### config.mk
export PLATFORM = sky130hd
export DESIGN_NAME = rx_unpacker
export DESIGN_NICKNAME = d
export VERILOG_FILES = /design/src/rtl/rx_unpacker.sv
export SDC_FILE = /design/constraint.sdc
export NUM_CORES = 1
export LEC_CHECK = 0
export BUFFER_PORTS_ARGS = -buffer_cell sky130_fd_sc_hd__buf_4
export CAP_MARGIN = 20
export CORE_UTILIZATION = 40
export CTS_CLUSTER_DIAMETER = 120
export DETAILED_ROUTE_END_ITERATION = 10
export GPL_ROUTABILITY_DRIVEN = 0
export MAX_ROUTING_LAYER = met4
export PLACE_DENSITY = 0.7
export SLEW_MARGIN = 20
export SYNTH_ARGS = -nofsm -noshare
export SYNTH_HDL_FRONTEND = slang
export SYNTH_SLANG_ARGS = --single-unit
### constraint.sdc
create_clock -name usbclk -period 5.5 [get_ports usbclk]
set_input_delay 1.1 -clock usbclk [delete_from_list [all_inputs] [get_ports usbclk]]
set_output_delay 1.1 -clock usbclk [all_outputs]
set_load 0.005 [all_outputs]
### src/rtl/rx_unpacker.sv
// rx_unpacker: splits 32-bit show-ahead FIFO words into 16-bit FX2 reads, low half first,
// with a one-word prefetch and a per-burst read cap.
module rx_unpacker #(
  parameter int PKT_WORDS16 = 256,
  parameter int LEVEL_W = 12
) (
  input  logic               usbclk,
  input  logic               reset,
  input  logic               RD_fx2,
  output logic [15:0]        usbdata_out,
  output logic               have_pkt_rdy,
  output logic               underrun,
  input  logic [31:0]        fifo_data,
  input  logic               fifo_empty,
  output logic               fifo_rdreq,
  input  logic [LEVEL_W-1:0] fifo_level
);
  typedef enum logic [1:0] {EMPTY, LOW, HIGH} state_t;
  state_t state, state_n;
  logic [31:0] hold, hold_n, nxt, nxt_n;
  logic nxt_valid, nxt_valid_n, rd_ok, pf, und_n;
  logic [15:0] dout_n;
  logic [8:0] burst_cnt;
  logic [LEVEL_W:0] level_sum;
  assign rd_ok = RD_fx2 && (burst_cnt < 9'(PKT_WORDS16));
  assign pf = !fifo_empty && !nxt_valid;
  assign level_sum = {1'b0, fifo_level} + (LEVEL_W+1)'(state != EMPTY) + (LEVEL_W+1)'(nxt_valid);
  always_comb begin
    state_n = state;
    hold_n = hold;
    nxt_n = nxt;
    nxt_valid_n = nxt_valid;
    dout_n = usbdata_out;
    fifo_rdreq = 1'b0;
    und_n = 1'b0;
    case (state)
      EMPTY: begin
        und_n = rd_ok;
        if (rd_ok) dout_n = '0;
        if (!fifo_empty) begin
          fifo_rdreq = 1'b1;
          hold_n = fifo_data;
          dout_n = fifo_data[15:0];
          state_n = LOW;
        end
      end
      LOW: begin
        if (pf) begin
          fifo_rdreq = 1'b1;
          nxt_n = fifo_data;
          nxt_valid_n = 1'b1;
        end
        if (rd_ok) begin
          dout_n = hold[31:16];
          state_n = HIGH;
        end
      end
      HIGH: begin
        if (rd_ok) begin
          if (nxt_valid) begin
            hold_n = nxt;
            dout_n = nxt[15:0];
            nxt_valid_n = 1'b0;
            state_n = LOW;
          end else if (!fifo_empty) begin
            fifo_rdreq = 1'b1;
            hold_n = fifo_data;
            dout_n = fifo_data[15:0];
            state_n = LOW;
          end else begin
            dout_n = '0;
            state_n = EMPTY;
          end
        end else if (pf) begin
          fifo_rdreq = 1'b1;
          nxt_n = fifo_data;
          nxt_valid_n = 1'b1;
        end
      end
      default: state_n = EMPTY;
    endcase
    if (reset) fifo_rdreq = 1'b0;
  end
  always_ff @(posedge usbclk) begin
    if (reset) begin
      state <= EMPTY;
      nxt_valid <= 1'b0;
      burst_cnt <= '0;
      usbdata_out <= '0;
      have_pkt_rdy <= 1'b0;
      underrun <= 1'b0;
    end else begin
      state <= state_n;
      hold <= hold_n;
      nxt <= nxt_n;
      nxt_valid <= nxt_valid_n;
      usbdata_out <= dout_n;
      underrun <= und_n;
      have_pkt_rdy <= level_sum >= (LEVEL_W+1)'(PKT_WORDS16 / 2);
      burst_cnt <= !RD_fx2 ? '0 : burst_cnt + 9'(rd_ok);
    end
  end
endmodule
==> metrics.txt <==
number of buffers added for setup after CTS=0; die width=95.5 um; first-pass GRT wire length=11700 um; Crit Path Category=reg2out; most frequent cells in the layout=buf_4, edfxtp_1, nand2_1; CTS Sinks=78; vias after detailed routing=2429; leakage power=~0.0016 uW; 1st-iter DRT viols=183; FF+latch count, synth=78; # fillers=745; final hold viol count=0; gate count after technology mapping=292; Syn Std Cell Area=roughly 3500 sq um; clk root buf=clkbuf_8; Worst-Skew Late Latency=0.34 ns; Reg clk slew, reported paths=0.08 ns; fmax=0.340 GHz; min-delay worst type=reg2reg; syn_area_per_cell=12.0 sq um; pre-CTS setup slack=2.57 ns; vias per cell=5.27; type of destination of the critical path=output port; initial core utilization=0.419; Final Max Slew Viols=0; TritonCTS buffer count=9; Tcrit/Tclk final=0.535; most common cell after layout, fill and taps aside=buf_4; Flop pwr share=0.461; Final min period=a little under 3 ns; final setup fails=0; Routed WL per cell=15.5 um; count of different cell masters after synthesis=37; Routed WL=7150 um; CTS H-Tree Depth=3; Final WS setup=2.56 ns; asr flop ratio synth=0; CP required=4.40 ns; io pins=67; vias in the first global route=~2400; VDD IR max=0.112 mV; hpwl dp=about 4800 um; post-CTS sizing=0; clock power share=0.259; Yosys top cell area share=0.412; number of I/O port buffers=66; RSZ-0062 raised after global routing=false; CTS Hold Buffers Added=0; number of antenna diodes=0; top cell type by total area after synthesis=edfxtp_1; Die ar.=9120 sq um; clock tree buffer depth=2; post-synthesis net count=348; worst slew pin tran=0.741 ns; Critical Path Source Type=flip-flop; Pwr Density=slightly above 400 nW/um^2; WP data arrival=1.84 ns; antenna violations before repair=0; area delta synth->final=21.3%; Initial DRT Pass Iterations=4; ys flop type=edfxtp_1; nets@finish=407; max cap viols=0; setup_tns=0 ns; EDFF count, synth=48; Antenna Violating Nets Remaining=0; Psw=556 uW; core area=between 8000 and 9000 sq um; Switching Fraction=0.316; remaining global-route overflow=0; largest net degree at the start of global routing=49; # DRC=0; Die Ht=95.5 um; internal power=1200 uW; status=finished clean; Seq/Total Area, Yosys=0.584; Worst Path Max Fanout=10; fraction of layout cells with a size suffix above 1=0.295; Rows=33; top post-synthesis cells by area=edfxtp_1, dfxtp_1, a311oi_2; CTS tree=yes; normalized max-slew margin=0.506; clock skew=between 0.007 and 0.008 ns; Total GRT Usage=0.177; combinational power share=0.280; yosys warns=0
stage by stage:
| stage | util | instance area (sq um) | hold WS [ns] | cells | total power, uW |
|---|---|---|---|---|---|
| global placement | 0.482 | 4020 | 0.466 | 445 | 1310 |
| global route | 0.509 | 4240 | 0.537 | 461 | 1860 |
| finish | 0.509 | 4240 | 0.489 | 461 | 1760 |
| detailed placement | 0.482 | 4020 | 0.482 | 445 | 1320 |
| CTS | 0.509 | 4240 | 0.492 | 461 | 1770 |
| floorplan | - | 3500 | 0.454 | 292 | 1160 |
state kept, by name (all words and copies together), names as in the netlist:
| signal | flops |
|---|---|
| usbdata_out | 16 |
| have_pkt_rdy | 1 |
| burst_cnt | 9 |
| underrun | 1 |
| nxt | 32 |
| state | 2 |
| hold | 16 |
| nxt_valid | 1 |
worst paths after layout:
path,startpoint,end,slack (ns),depth (start not counted)
setup / recovery,state[0],fifo_rdreq,2.56,7
hold reg to reg,burst_cnt[8],burst_cnt[8],0.49,2
setup reg to reg,state[0],usbdata_out[0],3.01,5
hold / removal,burst_cnt[8],burst_cnt[8],0.49,2
worst max-delay path, stage by stage (launching register included):
cell and delay, ns:
dfxtp_1 0.35, inv_1 0.10, ha_1 0.37, nor2_1 0.10
nor2_1 0.17, nor2_1 0.06, nor4_1 0.19, buf_4 0.16
routing by layer:
layer | wire, um | GRT usage
met1 | 3330 | 0.225
met2 | 3350 | 0.274
met3 | 377 | 0.0359
met4 | 91 | 0.0796
met5 | 0 | -
Yosys cell counts, types with 2 or more instances:
cell type,n
and2_1,2
mux2i_1,17
nor2_1,25
xor2_1,3
nand3_1,4
edfxtp_1,48
nand2b_1,3
a32oi_1,16
buf_4,3
o21ai_0,21
clkbuf_1,5
inv_1,8
ha_1,7
or3_1,3
a311oi_2,14
nor4_1,2
a21oi_1,9
buf_6,4
nor3_1,2
buf_2,9
nand2_1,40
a311oi_1,3
dfxtp_1,30
final cells by class:
type / instances / area (sq um) / area share
sequential: 78 / 2040 / 0.481
clock inverter: 3 / 20.0 / 0.00472
tap: 105 / 131 / 0.0310
timing repair buffer: 69 / 518 / 0.122
clock buffer: 13 / 201 / 0.0475
multi-input combinational: 184 / 1300 / 0.306
inverter: 9 / 33.8 / 0.00796
logic make-up after synthesis:
group           after synthesis  synth area share
fa+ha+maj                     8            0.0308
simple gates                 88             0.113
mux                          17            0.0486
compound gates               67             0.166
flops                        78             0.584
xor+xnor                      4            0.0100
buf+inv                      30            0.0472
power groups by stage:
stage                     Sequential, uW  Combinational (uW)  Clock [uW]
after floorplan                      811                 349           0
after detailed placement             825                 497           0
after CTS                            812                 499         461
after global routing                 826                 551         486
final                                812                 492         456
after global placement               822                 484           0
Power figures use the tool's default switching activity.
